--- src/rtl/sar_adc_pkg.sv ---
// Shared types and widths for the successive-approximation ADC controller.
package sar_adc_pkg;

    localparam int unsigned CNT_W = 4;

    typedef enum logic [1:0] {
        IDLE  = 2'd0,
        TRIAL = 2'd1,
        DONE  = 2'd2
    } state_e;

endpackage

--- src/rtl/bin2therm.sv ---
// Binary to thermometer expander: bit k of therm_o is set iff bin_i > k.
module bin2therm #(
    parameter int unsigned N = 4
) (
    input  logic [N-1:0]        bin_i,
    output logic [(1<<N)-2:0]   therm_o
);

    localparam int unsigned THERM_W = (1 << N) - 1;

    always_comb begin
        therm_o = '0;
        for (int unsigned k = 0; k < THERM_W; k++) begin
            therm_o[k] = (32'(bin_i) > k);
        end
    end

endmodule

--- src/rtl/sar_adc_ctrl.sv ---
// SAR ADC controller: resolves an N-bit code MSB-first against a single
// comparator, waiting SETTLE cycles after each trial code change.
module sar_adc_ctrl
    import sar_adc_pkg::*;
#(
    parameter int unsigned N      = 4,
    parameter int unsigned SETTLE = 1
) (
    input  logic                clk,
    input  logic                rst,
    input  logic                start,
    input  logic                comp,
    output logic [N-1:0]        dac_code,
    output logic [(1<<N)-2:0]   dac_therm,
    output logic                busy,
    output logic                done,
    output logic [N-1:0]        result
);

    localparam int unsigned BIDX_W = (N > 1) ? $clog2(N) : 1;

    state_e              state_q, state_d;
    logic [N-1:0]        code_q, code_d;
    logic [BIDX_W-1:0]   bidx_q, bidx_d;
    logic [CNT_W-1:0]    cnt_q, cnt_d;
    logic [N-1:0]        result_q, result_d;
    logic                busy_q, busy_d;
    logic                done_q, done_d;

    always_ff @(posedge clk or posedge rst) begin
        if (rst) begin
            state_q  <= IDLE;
            code_q   <= '0;
            bidx_q   <= '0;
            cnt_q    <= '0;
            result_q <= '0;
            busy_q   <= 1'b0;
            done_q   <= 1'b0;
        end else begin
            state_q  <= state_d;
            code_q   <= code_d;
            bidx_q   <= bidx_d;
            cnt_q    <= cnt_d;
            result_q <= result_d;
            busy_q   <= busy_d;
            done_q   <= done_d;
        end
    end

    always_comb begin
        state_d  = state_q;
        code_d   = code_q;
        bidx_d   = bidx_q;
        cnt_d    = cnt_q;
        result_d = result_q;

        case (state_q)
            IDLE: begin
                code_d = '0;
                if (start) begin
                    code_d[N-1] = 1'b1;
                    bidx_d      = BIDX_W'(N - 1);
                    cnt_d       = CNT_W'(SETTLE);
                    state_d     = TRIAL;
                end
            end
            TRIAL: begin
                if (cnt_q != '0) begin
                    cnt_d = cnt_q - CNT_W'(1);
                end else begin
                    // comp high means the trial level overshoots Vin: drop the bit
                    if (comp) begin
                        code_d[bidx_q] = 1'b0;
                    end
                    if (bidx_q == '0) begin
                        result_d = code_d;
                        state_d  = DONE;
                    end else begin
                        code_d[bidx_q - BIDX_W'(1)] = 1'b1;
                        bidx_d = bidx_q - BIDX_W'(1);
                        cnt_d  = CNT_W'(SETTLE);
                    end
                end
            end
            DONE: begin
                code_d  = '0;
                state_d = IDLE;
            end
            default: begin
                code_d  = '0;
                state_d = IDLE;
            end
        endcase

        busy_d = (state_d != IDLE);
        done_d = (state_d == DONE);
    end

    assign dac_code = code_q;
    assign busy     = busy_q;
    assign done     = done_q;
    assign result   = result_q;

    bin2therm #(.N(N)) u_therm (
        .bin_i   (code_q),
        .therm_o (dac_therm)
    );

endmodule

--- config.mk ---
export PLATFORM = sky130hd
export DESIGN_NAME = sar_adc_ctrl
export DESIGN_NICKNAME = d
export VERILOG_FILES = /design/src/rtl/sar_adc_pkg.sv /design/src/rtl/bin2therm.sv /design/src/rtl/sar_adc_ctrl.sv
export SDC_FILE = /design/constraint.sdc
export NUM_CORES = 1
export LEC_CHECK = 0
export BUFFER_PORTS_ARGS = -buffer_cell sky130_fd_sc_hd__buf_4
export CAP_MARGIN = 15
export CORE_MARGIN = 2
export CORE_UTILIZATION = 45
export DETAILED_ROUTE_END_ITERATION = 7
export MAX_ROUTING_LAYER = met4
export PLACE_DENSITY = 0.73
export SKIP_LAST_GASP = 1
export SLEW_MARGIN = 10
export SYNTH_ARGS = -nofsm -noshare
export SYNTH_HDL_FRONTEND = slang
export SYNTH_SLANG_ARGS = --single-unit
--- constraint.sdc ---
create_clock -name clk -period 1.7 [get_ports clk]
set_input_delay 0 -clock clk [delete_from_list [all_inputs] [get_ports clk]]
set_output_delay 0 -clock clk [all_outputs]
set_load 0.01 [all_outputs]
==> metrics.txt, run 1 <==
Die Y-Extent 51.6 um; num ports 29; Req. time, crit path around 1.9 ns; clock skew 0.00651 ns; # clock sinks 18; peak fanout along the critical path 6; Synth cell types 37; status complete, no violations; total gr overflow 0; Pwr per Cell Area 1890 mW/mm2; ys flop type dfrtp_1; DRT Wirelength 2320 um; Fin. Hold Viols 0; n_diodes 0; relative slew slack between 50% and 60%; Avg WL per Cell around 14 um; worst skew pair latency 0.29 ns; Synth area leader dfrtp_1; synthesized flop and latch total 18; Area Overhead vs Synth 32.4%; Pleak 0.000669 uW; max frequency 0.593 GHz; antenna violations before repair 0; Final Max Tran Viols 0; hold path cells 3; Root Driver clkbuf_4; die width between 50 and 60 um; number of cell rows 17; fin crit period 1.69 ns; sum of negative setup slack 0 ns; GP Congestion 0.909; Area contributors post-synth dfrtp_1, ha_1, a21oi_1; Tightest Pin Transition 0.654 ns; Avg Cell Area, Syn 9.79 um2; Max IR drop VDD 913 uV; DRT antenna net count 0; CP delay by family, top simple AND/OR/NAND/NOR gates; ys async rst share 100%; drt pass-1 iters 4; Synth Net Count approximately 110; starting density of the core 46.9%; CP arrival 1.86 ns; sequential area share after synthesis between 40 and 50%; Largest stage delay, worst path 0.44 ns; detail-routed via count per cell 5.31; Cells after Synth 104; Final Cycle Share between 90% and 100%; routed vias 887; fillcell total 180; Hold Crit Class in -> reg; Max Cap Violations 0; Design Area, Final 0.00135 mm2; vias in the first global route 836; DP HPWL ~1700 um; worst-path cell chain inv_1 > ha_1 > or3b_4 > o31ai_1 > a21oi_1; port bufs 28; top-count cell post-synth dfrtp_1; YS warnings 0; slowest library cell on the worst path or3b_4; CTS Buf Count 3; layout cell share with drive strength beyond 1 36.7%; RSZ-0062 raised after global routing yes; R2R cell count 5; final worst setup slack 0.0145 ns; nets 150; buffers and inverters on the worst path 1; GR Util All Layers 19.8%; crit path kind reg -> reg; Crit path depth 5; Post-synth top cells dfrtp_1, inv_1, a21oi_1, o21ai_0, nand2_1; Setup Viol. Count Final 0; Worst-path clk slew roughly 0.11 ns; H-tree levels 1; DRC violations left 0; die area 0.00266 mm2; EDFF count, synth 0; Initial DRC Count 17; post-synth top area share approximately 44%; core footprint 0.00217 mm2; CTS tree built; clk buf depth 2; first-pass GRT wire length 3750 um; pin count of the biggest net entering global routing 19; crit end category register; CP Launch Type register; pre-CTS setup slack 0.0324 ns; placed cell area 0.00128 mm2; Post-Syn Area a little over 0.001 mm2
==> worst paths after layout <==
kind,slack (ns),endpoint,startpoint
hold reg to reg,0.52,dac_code[3],state_q[0]
min in group asynchronous,0.37,result[2],rst
setup / recovery,0.01,dac_code[0],cnt_q[0]
setup reg to reg,0.01,dac_code[0],cnt_q[0]
hold / removal,0.08,result[2],comp
max in group asynchronous,0.91,cnt_q[2],rst
==> layout make-up <==
cell class | instances | area (um2) | area share (%)
multi-input combinational | 71 | 513 | 38.0
sequential | 18 | 450 | 33.4
timing repair buffer | 37 | 280 | 20.8
clock buffer | 4 | 36.3 | 2.69
tap | 28 | 35.0 | 2.60
inverter | 9 | 33.8 | 2.50
==> per-layer routing <==
| metal | GRT usage (%) | share of wire (%) |
|---|---|---|
| met1 | 23.5 | 44 |
| met2 | 32.3 | 49 |
| met3 | 4.02 | 5.4 |
| met4 | 9.65 | 0.91 |
| met5 | - | 0 |
==> worst reg2reg max path, stage by stage (launching register included) <==
cell     delay, ns
dfrtp_1       0.43
inv_1         0.09
ha_1          0.19
or3b_4        0.44
o31ai_1       0.31
a21oi_1       0.11
==> cell families after synthesis <==
| logic type | share of synthesized area [%] |
|---|---|
| simple gates | 17.1 |
| compound gates | 21.0 |
| flops | 44.2 |
| fa+ha+maj | 7.37 |
| mux | 3.93 |
| buf+inv | 6.39 |
==> report_power, final <==
group	switching (uW)	internal, uW
logic	687	780
registers	227	594
clock network	135	130
total	1050	1500
==> flip-flops by register name, indices dropped and copies added (netlist names) <==
name      cells
busy          1
result        4
done          1
state_q       2
dac_code      4
cnt_q         4
bidx_q        2
==> what timing repair did <==
action                     4_1_cts  5_1_grt
setup endpoints to repair        0        7
hold endpoints to repair        18        0
setup buffers                    0        1
hold buffers                     1        0
resized for setup                0        3
==> through the flow <==
stage / total power [uW] / cells / hold slack (ns) / util [%]
floorplan: 1620 / 104 / -0.0614 / -
global placement: 2220 / 161 / 0.135 / 59.2
detailed placement: 2250 / 161 / 0.151 / 59.2
CTS: 2520 / 166 / 0.0779 / 61.4
global route: 2780 / 167 / 0.0874 / 62.2
finish: 2550 / 167 / 0.0821 / 62.2
==> cells in the final DEF, fill, tap and decap left out, types with 2 or more instances in the layout <==
| cell | instances |
|---|---|
| buf_4 | 36 |
| nand2_1 | 7 |
| or3_1 | 2 |
| nor2b_1 | 3 |
| a21boi_0 | 4 |
| ha_1 | 6 |
| nor2_1 | 4 |
| clkbuf_4 | 3 |
| inv_1 | 9 |
| dfrtp_1 | 18 |
| a31o_2 | 3 |
| mux2_4 | 2 |
| o21ai_0 | 8 |
| and2_2 | 2 |
| nand2b_1 | 2 |
| o31ai_1 | 2 |
| a21oi_1 | 8 |
Note: power is estimated with default switching activity, not from simulation.
==> inputs of run 2 (changes only) <==
- CORE_UTILIZATION: 45 -> 29
- HOLD_SLACK_MARGIN: unset -> 0.12
- PLACE_DENSITY: 0.73 -> unset
==> metrics.txt, run 2 (synthesized netlist as in run 1, its figures left out) <==
status complete, no violations (unchanged); antenna violations before repair 0 (unchanged); layout cell share with drive strength beyond 1 35.0% (was 36.7%); clock skew 0.00348 ns (was 0.00651 ns); CP arrival 1.77 ns (was 1.86 ns); worst skew pair latency 0.29 ns (about the same); worst reg2reg startpoint cnt_q[0] (unchanged); num ports 29 (unchanged); relative slew slack 54.2% (was 56.3%); DRT Wirelength 2460 um (was 2320 um); detail-routed via count per cell 4.85 (was 5.31); drt pass-1 iters 4 (unchanged); H-tree levels 1 (unchanged); # clock sinks 18 (unchanged); R2R cell count 5 (unchanged); Die Y-Extent 63.3 um (was 51.6 um); crit end category register (unchanged); max frequency 0.626 GHz (was 0.593 GHz); starting density of the core 30.3% (was 46.9%); post-CTS setup buffers 0 (unchanged); number of cell rows 21 (was 17); Req. time, crit path 1.87 ns (was 1.88 ns); DP HPWL 1840 um (was 1680 um); Worst-path clk slew 0.10 ns (was 0.11 ns); port bufs 28 (unchanged); Max IR drop VDD 464 uV (was 913 uV); fin crit period 1.60 ns (was 1.69 ns); total gr overflow 0 (unchanged); die area 0.00400 mm2 (was 0.00266 mm2); n_diodes 0 (unchanged); DRT antenna net count 0 (unchanged); CP Launch Type register (unchanged); Post-Route Utilization 40.9% (was 62.2%); Tightest Pin Transition 0.687 ns (was 0.654 ns); vias in the first global route 929 (was 836); Root Driver clkbuf_4 (unchanged); Final Max Tran Viols 0 (unchanged); Setup Viol. Count Final 0 (unchanged); GP Congestion 0.830 (was 0.909); Final Cycle Share 94.0% (was 99.1%); Fin. Hold Viols 0 (unchanged); peak fanout along the critical path 6 (unchanged); Max Cap Violations 0 (unchanged); Pleak 0.000670 uW (was 0.000669 uW); crit path kind reg -> reg (unchanged); Reg2Reg Capture Point dac_code[0] (unchanged); Initial DRC Count 17 (unchanged); fin cells 186 (was 167); die width 63.3 um (was 51.6 um); flop-to-flop setup slack 0.10 ns (was 0.01 ns); sum of negative setup slack 0 ns (unchanged); Hold Crit Class in -> async (was in -> reg); clk buf depth 2 (unchanged); commonest non-fill, non-tap cells in the layout buf_4, dfrtp_1, inv_1 (unchanged); Area Overhead vs Synth 35.1% (was 32.4%); RSZ-0062 raised after global routing no (was yes); CTS Buf Count 3 (unchanged); fillcell total 354 (was 180); most common cell after layout, fill and taps aside buf_4 (unchanged); placed cell count 180 (was 161); core footprint 0.00336 mm2 (was 0.00217 mm2); CTS tree built (unchanged); Avg WL per Cell 13.2 um (was 13.9 um); GR Util All Layers 13.4% (was 19.8%); first-pass GRT wire length 4140 um (was 3750 um); DRC violations left 0 (unchanged); Pwr per Cell Area 1830 mW/mm2 (was 1890 mW/mm2); pin count of the biggest net entering global routing 19 (unchanged); routed vias 903 (was 887); nets 152 (was 150)
run 2: cell types whose count changed in the layout (fill, tap and decap cells not counted):
cell           before  now
and2_2              2    1
dlygate4sd3_1       1    3
clkbuf_8            1    0
and2_1              0    1
run 2: worst max-delay path by stage:
stage              start           to
4_1_cts         cnt_q[0]  dac_code[0]
6_report        cnt_q[0]  dac_code[0]
3_3_place_gp    cnt_q[0]  dac_code[0]
3_5_place_dp    cnt_q[0]  dac_code[0]
5_1_grt        bidx_q[1]    result[3]
2_1_floorplan   cnt_q[0]    result[0]
run 2: cell type report:
class / instances / area [um2] / area share, %
repair buffers: 39 / 300 / 21.8
inverters: 9 / 33.8 / 2.45
flip-flops and latches: 18 / 450 / 32.7
well taps: 46 / 57.6 / 4.18
multi-input cells: 71 / 512 / 37.2
clock buffers: 3 / 22.5 / 1.64
run 2: worst max-delay path, stage by stage (launching register included):
cell and delay [ns]:
dfrtp_1 0.42, inv_1 0.09, ha_1 0.20, or3b_4 0.43, o31ai_1 0.24, a21oi_1 0.10
run 2: per-stage QoR:
stage / area (um2) / setup WS [ns] / power, uW / hold slack, ns
after floorplan: 1020 / 0.0578 / 1620 / -0.0614
after global placement: 1320 / 0.0810 / 2250 / 0.145
after detailed placement: 1320 / 0.0670 / 2290 / 0.147
after CTS: 1370 / 0.0504 / 2510 / 0.379
after global routing: 1380 / 0.00384 / 2740 / 0.438
final: 1380 / 0.102 / 2510 / 0.363
run 2: power breakdown:
part	switching, uW	internal [uW]	total, uW
combinational	687	777	1460
sequential	245	594	839
clock	128	82.5	211
run 2: repair_timing:
item,4_1_cts,5_1_grt
hold endpoints to repair,22,0
setup endpoints to repair,0,3
hold buffers,3,0
gates resized for setup,0,2
run 2: metal layers:
| layer | GRT usage (%) | wire [um] | vias to the layer above |
|---|---|---|---|
| met4 | 4.08 | 23 | 0 |
| met1 | 15.6 | 1090 | 431 |
| met3 | 2.68 | 135 | 4 |
| li1 | - | - | 436 |
| met2 | 23.4 | 1220 | 32 |
| met5 | - | 0 | - |
